==> src/rtl/vram_arbiter.sv <==
// vram_arbiter
//   Shares one synchronous video RAM between a CPU and a VPU DMA engine.
//   The VPU requests the bus with dma_hold; the CPU is halted and, once it
//   acknowledges with cpu_ba, the VPU owns the memory port until dma_hold
//   drops. One dead RELEASE cycle separates VPU ownership from the CPU.
//
//   state   | meaning
//   --------+----------------------------------------------------------
//   IDLE    | CPU owns the memory bus, no DMA request pending
//   WAIT_BA | cpu_halt raised, waiting for cpu_ba; CPU still owns bus
//   GRANT   | VPU owns the memory bus (dma_addr/dma_cs drive memory)
//   RELEASE | one-cycle turnaround, memory deselected, halt dropped
//
// Ports
//   clk, rst             clock, async active-low reset
//   dma_hold/cs/addr     VPU bus request, read strobe, read address
//   dma_data             registered read data back to the VPU
//   cpu_addr/di/rw/vma   CPU bus cycle (rw: 1 = read)
//   cpu_ba, cpu_halt     CPU bus-available ack / halt request
//   mem_addr/ce/we/dout  memory port; mem_din is synchronous read data
//   err, err_clr         sticky flags [0] BA timeout, [1] stray dma_cs
//   steal_cnt, stat_clr  saturating count of DMA read cycles

module vram_arbiter #(
   parameter int unsigned BA_TIMEOUT = 15
) (
   input  logic        clk,
   input  logic        rst,
   input  logic        dma_hold,
   input  logic        dma_cs,
   input  logic [15:0] dma_addr,
   output logic [7:0]  dma_data,
   input  logic [15:0] cpu_addr,
   input  logic [7:0]  cpu_di,
   input  logic        cpu_rw,
   input  logic        cpu_vma,
   input  logic        cpu_ba,
   output logic        cpu_halt,
   output logic [15:0] mem_addr,
   output logic        mem_ce,
   output logic        mem_we,
   output logic [7:0]  mem_dout,
   input  logic [7:0]  mem_din,
   output logic [1:0]  err,
   input  logic        err_clr,
   output logic [15:0] steal_cnt,
   input  logic        stat_clr
);

   typedef enum logic [1:0] {
      IDLE    = 2'd0,
      WAIT_BA = 2'd1,
      GRANT   = 2'd2,
      RELEASE = 2'd3
   } state_t;

   localparam logic [3:0] TIMEOUT = 4'(BA_TIMEOUT);

   state_t      state;
   state_t      state_nxt;
   logic        halt_nxt;
   logic [3:0]  wait_cnt;
   logic [3:0]  wait_inc;
   logic        grant_rd;
   logic        rd_pend;
   logic [1:0]  err_set;

   always_ff @(posedge clk or negedge rst) begin
      if (!rst) begin
         state    <= IDLE;
         cpu_halt <= 1'b0;
      end else begin
         state    <= state_nxt;
         cpu_halt <= halt_nxt;
      end
   end

   always_comb begin
      state_nxt = state;
      case (state)
         IDLE:    if (dma_hold) state_nxt = WAIT_BA;
         WAIT_BA: begin
            // a dropped request beats a late bus-available ack
            if (!dma_hold)   state_nxt = RELEASE;
            else if (cpu_ba) state_nxt = GRANT;
         end
         GRANT:   if (!dma_hold) state_nxt = RELEASE;
         RELEASE: state_nxt = IDLE;
         default: state_nxt = IDLE;
      endcase
      halt_nxt = (state_nxt == WAIT_BA) || (state_nxt == GRANT);
   end

   // Memory port is steered by the registered state alone.
   always_comb begin
      mem_addr = cpu_addr;
      mem_ce   = cpu_vma;
      mem_we   = cpu_vma & ~cpu_rw;
      case (state)
         GRANT: begin
            mem_addr = dma_addr;
            mem_ce   = dma_cs;
            mem_we   = 1'b0;
         end
         RELEASE: begin
            mem_ce = 1'b0;
            mem_we = 1'b0;
         end
         default: ;
      endcase
   end

   assign mem_dout = cpu_di;

   assign wait_inc = (wait_cnt == 4'hF) ? wait_cnt : wait_cnt + 4'd1;

   always_ff @(posedge clk or negedge rst) begin
      if (!rst) begin
         wait_cnt <= 4'd0;
      end else if (state != WAIT_BA && state_nxt == WAIT_BA) begin
         wait_cnt <= 4'd0;
      end else if (state == WAIT_BA) begin
         wait_cnt <= wait_inc;
      end
   end

   // err[0] rises on the same edge the counter reaches the timeout value
   assign err_set[0] = (state == WAIT_BA) && (wait_inc == TIMEOUT);
   assign err_set[1] = dma_cs && (state != GRANT);

   always_ff @(posedge clk or negedge rst) begin
      if (!rst) begin
         err <= 2'b00;
      end else begin
         err <= err_set | (err & {2{~err_clr}});
      end
   end

   assign grant_rd = (state == GRANT) && dma_cs;

   // mem_din is valid one clock after the strobe edge, so the capture is
   // delayed by one pipeline flag: two clocks strobe-to-dma_data.
   always_ff @(posedge clk or negedge rst) begin
      if (!rst) begin
         rd_pend  <= 1'b0;
         dma_data <= 8'h00;
      end else begin
         rd_pend <= grant_rd;
         if (rd_pend) dma_data <= mem_din;
      end
   end

   always_ff @(posedge clk or negedge rst) begin
      if (!rst) begin
         steal_cnt <= 16'h0000;
      end else if (stat_clr) begin
         steal_cnt <= 16'h0000;
      end else if (grant_rd && steal_cnt != 16'hFFFF) begin
         steal_cnt <= steal_cnt + 16'd1;
      end
   end

endmodule

==> config.mk <==
export PLATFORM = sky130hd
export DESIGN_NAME = vram_arbiter
export DESIGN_NICKNAME = d
export VERILOG_FILES = /design/src/rtl/vram_arbiter.sv
export SDC_FILE = /design/constraint.sdc
export NUM_CORES = 1
export LEC_CHECK = 0
export BUFFER_PORTS_ARGS = -buffer_cell sky130_fd_sc_hd__clkbuf_2
export CAP_MARGIN = 15
export CORE_AREA = 3 3 85 87
export DETAILED_ROUTE_END_ITERATION = 6
export DIE_AREA = 0 0 88 90
export PLACE_DENSITY = 0.59
export SETUP_SLACK_MARGIN = 0.2
export SLEW_MARGIN = 15
export SYNTH_ARGS = -nofsm -noshare
export SYNTH_HDL_FRONTEND = slang
export SYNTH_SLANG_ARGS = --single-unit
==> constraint.sdc <==
create_clock -name clk -period 3.1 [get_ports clk]
set_input_delay 0.93 -clock clk [delete_from_list [all_inputs] [get_ports clk]]
set_output_delay 0.93 -clock clk [all_outputs]
set_load 0.02 [all_outputs]
==> flow_summary_export.csv, run 1 <==
group,metric,value,unit
status,status,"finished clean",
finish,drive_above_1_share,48.0,%
power,peakVddDrop,279,uV
yosys,netlist_instances,192,
floorplan,rows,29,
yosys,synth_flop_cell,"dfrtp_1",
yosys,yosysWarnings,0,
setup_path,worst_ep_required_time,2.17,ns
timing,fin_crit,2.61,ns
yosys,synth_cell_type_count,44,
yosys,synth_edf_count,0,
yosys,synth_fa_ha_area_share,1.92,%
detailed_routing,ant_nets,0,
floorplan,die_y,90,um
worst_hold_path,hold_path.class,"flop to flop",
power,pwr-share-comb,44.5,%
yosys,syn_avg_cell_area,10.2,sq um
placed_design,place_inst,347,
floorplan,die-area,7920,sq um
placed_design,portBuffers,93,
yosys,yosysSeqAreaShare,43.5,%
global_routing,track_usage,11.8,%
power,pwr-share-clk,17.7,%
yosys,synth-xor-area-share,0.895,%
cts,cts_sinks,34,
finish,diodes,0,
cts,worstSkewPairLatency,0.27,ns
timing,rsz0062_at_grt,"no",
setup_path,timing_worst_setup_path_type,"flop to output port",
global_routing,grt_pass1_wl,7650,um
global_routing,grt_pass1_vias,1682,
yosys,muxShareOfSynthArea,15.0,%
timing,setup_violations,0,
timing,fin_skew,0.00648,ns
cts,cts_tree,"yes",
placed_design,hpwl,3570,um
setup_path,arrival,1.68,ns
setup_path,path_max_fanout,19,
floorplan,coreArea,6420,sq um
timing,max_slew_margin,41.8,%
detailed_routing,vias,1771,
detailed_routing,drt-total-wl,4540,um
global_routing,grt_max_degree,35,
timing,tightest_slew,0.873,ns
yosys,syn_nets,252,
power,p_leak,1.18,nW
cts,clk_pin_slew,0.06,ns
timing,slew_violations,0,
timing,hold_viol_final,0,
run,drv_cap,0,
setup_path,start_kind,"flop",
timing,fin_crit_sh,84.2,%
power,powerDensity,671,nW/um^2
placed_design,globalplace.congestion,0.745,
global_routing,antenna_found_initial,0,
floorplan,die_w,88,um
cts,cts_setup_buffers,0,
yosys,async_flop_share,100,%
power,switching_share,38.0,%
yosys,synthSimpleGateAreaFrac,19.0,%
finish,area_growth,27.3,%
cts,ctsHoldBuffers,0,
yosys,synth_compound_area_share,11.6,%
detailed_routing,drtPass1Iterations,4,
timing,fin_tns_setup,0,ns
finish,final_nets,337,
floorplan,start_util,30.5,%
detailed_routing,vias_per_cell,5.00,
cts,clockRootBuffer,"clkbuf_8",
cts,htreeDepth,2,
global_routing,grt-ovfl-total,0,
power,intPower,1.04,mW
timing,max_freq,383,MHz
power,p_switching,636,uW
setup_path,end_kind,"output port",
yosys,ys_ff_latch,34,
cts,clock_path_buffers,2,
floorplan,num_io_pins,110,
cts,cts_made_buffers,5,
power,seqPwrFrac,37.7,%
yosys,synth_top_family_by_area,"simple AND/OR/NAND/NOR gates",
detailed_routing,drt-initial-drc-count,106,
detailed_routing,drc,0,
cts,cts_resized,0,
finish,finalNonFillerCells,354,
detailed_routing,wl_per_cell,12.8,um
yosys,synth_area,1960,sq um
==> routing by layer <==
layer	routed length (um)	vias to the layer above	GRT usage (%)	share of wire [%]
met5	0	-	0	0
met4	31	0	4.60	0.68
met3	417	2	2.47	9.2
met2	2150	97	19.3	47
met1	1950	806	14.9	43
li1	-	866	-	-
==> worst max-delay path, cell delays in order, from the launching register on <==
cell and delay (ns):
dfrtp_1 0.42, and2b_1 0.20, buf_4 0.25, mux2_2 0.38, clkbuf_2 0.16
==> cell usage in the layout (no fill, tap or decap), types with 2 or more instances in the layout <==
cell,n
clkbuf_2,93
dfrtp_1,34
mux2_2,26
a21oi_1,16
nand2_1,9
inv_1,9
or3_1,8
nor2_1,7
o21ai_0,7
nand4_1,5
nand3_1,5
o31ai_1,5
clkbuf_8,5
nor3_1,4
or4_1,4
nor2b_1,3
nor4_1,3
ha_1,3
a31oi_1,2
nand2b_1,2
o22ai_1,2
nand4_2,2
a211oi_1,2
or3_2,2
clkbuf_1,2
buf_4,2
==> logic make-up (layout without fill, tap and decap cells) <==
logic type               after synthesis  in the layout
flip-flops                            34             34
multiplexers                          26             26
buffers and inverters                 27            112
adder cells (fa/ha/maj)                3              3
AO/OA/AOI/OAI                         38             38
AND/OR/NAND/NOR                       62             62
XOR/XNOR                               2              2
==> synth_stat cells, types with 3 or more instances <==
cell / n / area share, %
mux2_2: 26 / 15
nand3_1: 5 / 1.3
nand4_1: 5 / 1.6
buf_4: 10 / 3.8
inv_1: 9 / 1.7
a21oi_1: 16 / 4.1
nand2_1: 9 / 1.7
or4_1: 4 / 1.5
ha_1: 3 / 1.9
nor3_1: 4 / 1.0
nor2_1: 7 / 1.3
o21ai_0: 7 / 1.8
dfrtp_1: 34 / 43
or3_1: 8 / 2.6
o31ai_1: 5 / 1.9
nor4_1: 3 / 0.96
nor2b_1: 3 / 0.96
==> power groups by stage <==
stage / logic [mW] / registers [mW] / clock network, mW
2_1_floorplan: 0.479 / 0.706 / 0
3_3_place_gp: 0.751 / 0.638 / 0
3_5_place_dp: 0.756 / 0.641 / 0
4_1_cts: 0.757 / 0.632 / 0.317
5_1_grt: 0.824 / 0.647 / 0.333
6_report: 0.745 / 0.631 / 0.297
==> layout make-up <==
class | count | area, sq um
Clock buffer | 7 | 76.3
Fill cell | 640 | 3930
Inverter | 10 | 42.5
Multi-Input combinational cell | 131 | 947
Sequential cell | 34 | 851
Tap cell | 77 | 96.3
Timing Repair Buffer | 95 | 480
==> final timing paths <==
check                                  from            end  slack, ns  cells past startpoint
worst min-delay path            dma_data[2]    dma_data[2]       0.51                      1
min in group asynchronous               rst  steal_cnt[13]       0.76                      1
worst max-delay path               state[0]   mem_addr[13]       0.49                      4
worst max register to register     state[0]  steal_cnt[13]       0.91                      7
max in group asynchronous               rst    dma_data[5]       1.78                      1
worst min register to register  dma_data[2]    dma_data[2]       0.51                      1
==> flip-flops by register name (all words and copies together), names as in the netlist <==
register / flops
err: 2
steal_cnt: 16
wait_cnt: 4
cpu_halt: 1
dma_data: 8
state: 2
rd_pend: 1
==> through the flow <==
step / area (sq um) / setup WS, ns / util, % / power, mW / hold slack, ns
after floorplan: 1960 / 0.670 / - / 1.19 / 0.506
after global placement: 2420 / 0.730 / 37.6 / 1.39 / 0.490
after detailed placement: 2420 / 0.730 / 37.6 / 1.40 / 0.495
after CTS: 2490 / 0.458 / 38.8 / 1.71 / 0.510
after global routing: 2490 / 0.401 / 38.8 / 1.80 / 0.527
final: 2490 / 0.489 / 38.8 / 1.67 / 0.506
(Power assumes the default switching activity.)
==> inputs of run 2 (changes only) <==
==> constraint.sdc (replaced) <==
create_clock -name clk -period 2.5 [get_ports clk]
set_input_delay 0.75 -clock clk [delete_from_list [all_inputs] [get_ports clk]]
set_output_delay 0.75 -clock clk [all_outputs]
set_load 0.02 [all_outputs]
==> run 2 against run 1 <==
Compared with the run above: flip-flop and latch count unchanged; cell count increased by 1.1%; register-to-register slack got worse by 0.53 ns; largest power group unchanged; global-route usage increased by 1.1 points; highest routed layer unchanged; sequential power increased by 23%; clock skew decreased by 0.0015 ns; combinational power increased by 68%; sequential share of layout area decreased by 3.4 points; largest cell class unchanged.
==> flow_summary_export.csv, run 2 (same netlist as run 1, synthesis figures left out) <==
group,metric,value,unit
cts,clock_path_buffers,2,
setup_path,start_kind,"flop",
power,seqPwrFrac,32.0,%
finish,fill_cells,626,
timing,fin_tns_setup,0,ns
cts,clk_pin_slew,0.07,ns
run,drv_cap,0,
floorplan,die_y,90,um
timing,hold_viol_final,0,
worst_hold_path,hold_path.class,"input pin to asynchronous set/reset pin",
floorplan,coreArea,6420,sq um
setup_path,end_kind,"output port",
power,pwr-share-comb,51.2,%
finish,final_cell_mix,"clkbuf_2, dfrtp_1, mux2_4, a21oi_1, mux2_2",
power,switching_share,36.4,%
finish,area_growth,41.6,%
detailed_routing,drtPass1Iterations,4,
timing,max_slew_margin,48.4,%
placed_design,dpl_cell_area,2440,sq um
power,peakVddDrop,575,uV
cts,cts_sinks,34,
floorplan,num_io_pins,110,
finish,top_regs,"steal_cnt: 16 flops, dma_data: 8 flops, wait_cnt: 4 flops",
timing,setup_violations,0,
floorplan,die-area,7920,sq um
global_routing,grt_pass1_wl,8160,um
power,powerDensity,878,nW/um^2
cts,cts_made_buffers,5,
timing,slew_violations,0,
detailed_routing,vias_per_cell,5.02,
placed_design,globalplace.congestion,0.733,
setup_path,worst_ep_required_time,1.75,ns
detailed_routing,ant_nets,0,
placed_design,hpwl,3810,um
power,intPower,1.55,mW
finish,diodes,0,
finish,layout_commonest_cell,"clkbuf_2",
global_routing,track_usage,12.9,%
finish,seq_area,851,sq um
timing,fin_skew,0.00500,ns
timing,max_freq,432,MHz
floorplan,start_util,30.5,%
finish,drive_above_1_share,50.2,%
timing,fin_crit,2.31,ns
finish,top_register,"steal_cnt",
global_routing,antenna_found_initial,0,
timing,rsz0062_at_grt,"yes",
detailed_routing,drt-total-wl,5180,um
cts,ctsHoldBuffers,0,
detailed_routing,drt-initial-drc-count,91,
global_routing,grt_pass1_vias,1766,
timing,tightest_slew,0.767,ns
finish,multi_input_area,1020,sq um
cts,clockRootBuffer,"clkbuf_8",
global_routing,grt_max_degree,18,
setup_path,path_max_fanout,8,
status,status,"finished clean",
floorplan,rows,29,
timing,fin_crit_sh,92.5,%
placed_design,place_inst,349,
detailed_routing,drc,0,
finish,finalInstanceArea,2770,sq um
power,p_switching,886,uW
power,pwr-share-clk,16.8,%
power,p_leak,1.32,nW
detailed_routing,wl_per_cell,14.5,um
cts,htreeDepth,2,
setup_path,arrival,1.56,ns
floorplan,die_w,88,um
global_routing,grt-ovfl-total,0,
placed_design,portBuffers,93,
finish,largest_reg_flops,16,
cts,cts_tree,"yes",
detailed_routing,vias,1797,
cts,worstSkewPairLatency,0.29,ns
finish,finalNonFillerCells,358,
finish,final_nets,342,
setup_path,timing_worst_setup_path_type,"flop to output port",
## run 2: critical path: stages (launching register included)
cell     delay (ns)
dfrtp_1        0.38
and2b_4        0.30
buf_12         0.15
mux2_4         0.32
buf_8          0.13
## run 2: power groups by stage
stage / registers [mW] / logic (mW) / clock network (mW)
floorplan: 0.875 / 0.594 / 0
global placement: 0.791 / 0.959 / 0
detailed placement: 0.796 / 0.970 / 0
CTS: 0.781 / 1.17 / 0.424
global route: 0.796 / 1.35 / 0.442
finish: 0.779 / 1.25 / 0.408
## run 2: worst paths after layout
| kind | start | to | slack, ns | depth (start not counted) |
|---|---|---|---|---|
| worst max register to register | state[0] | steal_cnt[9] | 0.38 | 7 |
| max in group asynchronous | rst | state[1] | 1.66 | 2 |
| worst min-delay path | rst | steal_cnt[15] | 0.34 | 1 |
| worst min register to register | dma_data[1] | dma_data[1] | 0.51 | 1 |
| worst max-delay path | state[0] | mem_addr[13] | 0.19 | 4 |
| min in group clk | dma_data[1] | dma_data[1] | 0.51 | 1 |
## run 2: cell type report
| class | count | area share (%) |
|---|---|---|
| multi-input cells | 131 | 36.6 |
| flip-flops and latches | 34 | 30.7 |
| repair buffers | 100 | 24.7 |
| well taps | 77 | 3.47 |
| clock buffers | 6 | 2.98 |
| inverters | 10 | 1.53 |
## run 2: what timing repair did
item | CTS | global route
gates resized for setup | 30 | 38
setup endpoints to repair | 16 | 17
gates cloned | 1 | 0
pin swaps | 0 | 0
buffers inserted | 2 | 0
## run 2: layer usage
metal / share of wire (%) / wire, um / track usage, %
met1: 42 / 2180 / 15.0
met4: 1.5 / 76 / 4.73
met5: 0 / 0 / 0
met3: 8.7 / 450 / 3.93
met2: 48 / 2470 / 21.8
## run 2: stage by stage
| step | total power [mW] | util, % | setup slack (ns) | hold slack [ns] |
|---|---|---|---|---|
| 2_1_floorplan | 1.47 | - | 0.250 | 0.454 |
| 3_3_place_gp | 1.75 | 38.1 | 0.282 | 0.490 |
| 3_5_place_dp | 1.77 | 38.1 | 0.272 | 0.495 |
| 4_1_cts | 2.37 | 41.8 | 0.154 | 0.352 |
| 5_1_grt | 2.59 | 43.2 | 0.134 | 0.361 |
| 6_report | 2.43 | 43.2 | 0.187 | 0.341 |
==> inputs of run 3 (changes only) <==
--- a/config.mk
+++ b/config.mk
@@ -7,10 +7,12 @@
 export LEC_CHECK = 0
 export BUFFER_PORTS_ARGS = -buffer_cell sky130_fd_sc_hd__clkbuf_2
 export CAP_MARGIN = 15
-export CORE_AREA = 3 3 85 87
+export CELL_PAD_IN_SITES_DETAIL_PLACEMENT = 0
+export CELL_PAD_IN_SITES_GLOBAL_PLACEMENT = 1
+export CORE_AREA = 3 3 87 89
 export DETAILED_ROUTE_END_ITERATION = 6
-export DIE_AREA = 0 0 88 90
-export PLACE_DENSITY = 0.59
+export DIE_AREA = 0 0 90 92
+export PLACE_DENSITY = 0.77
 export SETUP_SLACK_MARGIN = 0.2
 export SLEW_MARGIN = 15
 export SYNTH_ARGS = -nofsm -noshare
==> constraint.sdc (replaced) <==
create_clock -name clk -period 2 [get_ports clk]
set_input_delay 0.6 -clock clk [delete_from_list [all_inputs] [get_ports clk]]
set_output_delay 0.6 -clock clk [all_outputs]
set_load 0.02 [all_outputs]
==> run 3 against run 2 <==
Compared with the run above: the flow now finishes with violations (negative setup slack); sequential share of layout area down 4.3 points; cell count up 12%; via count up 7.8%; core utilization up 4.7 points; clock power up 29%.
==> flow_summary_export.csv, run 3 (same netlist as run 1, synthesis figures left out) <==
group,metric,value,unit
status,status,"complete, but fails checks",
status,violations,"negative setup slack",
detailed_routing,vias,1937,
finish,fill_cells,654,
finish,area_growth,66.9,%
timing,setup_violations,19,
power,powerDensity,1020,nW/um^2
setup_path,cp_top_family,"flip-flops",
detailed_routing,wl_per_cell,13.5,um
finish,top_regs,"steal_cnt: 16 flops, dma_data: 8 flops, wait_cnt: 4 flops",
setup_path,r2r_slack,-0.07,ns
timing,fin_skew,0.0124,ns
timing,fin_crit_sh,109,%
cts,clockRootBuffer,"clkbuf_8",
global_routing,grt_max_degree,24,
setup_path,arrival,1.59,ns
setup_path,crit_buf_inv,2,
placed_design,globalplace.congestion,0.771,
timing,fin_ws,-0.185,ns
detailed_routing,drtPass1Iterations,4,
timing,tightest_slew,0.602,ns
floorplan,rows,30,
global_routing,grt-ovfl-total,0,
placed_design,portBuffers,93,
floorplan,start_util,28.7,%
floorplan,die_y,92,um
cts,worstSkewPairLatency,0.28,ns
finish,largest_reg_flops,16,
floorplan,die-area,8280,sq um
timing,max_slew_margin,59.8,%
cts,htreeDepth,2,
power,p_leak,1.49,nW
setup_path,worstPathCellList,"and2b_4 -> clkbuf_16 -> mux2_4 -> buf_6",
finish,drive_above_1_share,66.7,%
cts,clk_pin_slew,0.08,ns
placed_design,hpwl,3670,um
setup_path,timing_worst_setup_path_type,"flop to output port",
timing,holdWs,0.311,ns
detailed_routing,vias_per_cell,4.82,
cts,cts_tree,"yes",
floorplan,num_io_pins,110,
cts,clock_path_buffers,2,
timing,slew_violations,0,
timing,max_freq,458,MHz
worst_hold_path,hold_path.class,"input pin to asynchronous set/reset pin",
finish,top_register,"steal_cnt",
setup_path,cp_slowest_cell,"dfrtp_1",
finish,final_cell_mix,"clkbuf_2, buf_6, dfrtp_1",
global_routing,grt_pass1_vias,1825,
placed_design,dp_worst_setup_slack,0.0710,ns
global_routing,grt_pass1_wl,8390,um
power,total_power,3.33,mW
finish,final_nets,365,
detailed_routing,drc,0,
finish,diodes,0,
detailed_routing,ant_nets,0,
setup_path,start_kind,"flop",
run,drv_cap,0,
timing,fin_crit,2.19,ns
timing,rsz0062_at_grt,"yes",
finish,finalNonFillerCells,402,
detailed_routing,drt-initial-drc-count,71,
timing,fin_tns_setup,-2.86,ns
global_routing,track_usage,12.2,%
floorplan,die_w,90,um
global_routing,antenna_found_initial,0,
setup_path,end_kind,"output port",
setup_path,worst_ep_required_time,1.40,ns
placed_design,place_inst,373,
detailed_routing,drt-total-wl,5430,um
finish,layout_commonest_cell,"clkbuf_2",
setup_path,critical_path.max_stage_delay,0.38,ns
cts,cts_made_buffers,5,
floorplan,coreArea,6830,sq um
timing,hold_viol_final,0,
setup_path,path_max_fanout,8,
power,peakVddDrop,580,uV
cts,cts_sinks,34,
-- run 3: power by group --
part | internal, mW | switching (mW) | leakage [nW]
Clock | 0.278 | 0.249 | 0.0482
Combinational | 1.01 | 0.822 | 1.01
Sequential | 0.852 | 0.124 | 0.429
-- run 3: routing by layer --
metal	track usage [%]	vias to the layer above	share of wire, %
met4	4.72	0	1.4
met1	14.9	909	41
met5	0	-	0
li1	-	927	-
met2	20.3	90	49
met3	3.61	11	8.5
-- run 3: path summary, 6_finish.rpt --
path / end / startpoint / cells after the start
max in group asynchronous: steal_cnt[4] / rst / 2
min: rd_pend / rst / 1
min in group clk: dma_data[5] / dma_data[5] / 1
max: mem_addr[11] / state[0] / 4
max reg2reg: steal_cnt[5] / state[0] / 10
min reg2reg: dma_data[5] / dma_data[5] / 1
-- run 3: final cells by class --
cell class	instances	area, sq um	share of cell area (%)
Timing Repair Buffer	122	875	26.8
Sequential cell	34	863	26.4
Multi-Input combinational cell	132	1270	38.8
Clock buffer	7	86.3	2.64
Tap cell	96	120	3.68
Clock inverter	1	5.00	0.153
Inverter	10	50.0	1.53
-- run 3: repair_timing --
item,in CTS,in global routing
gates cloned,1,1
setup buffers,12,7
pin swaps,16,19
endpoints found under the hold margin,0,0
setup endpoints to repair,28,35
resized for setup,25,97
hold buffers,0,0
-- run 3: stage by stage --
step	utilization, %	instance area (sq um)
floorplan	-	2060
global placement	37.8	2580
detailed placement	37.8	2580
CTS	42.4	2890
global route	47.8	3270
finish	47.8	3270
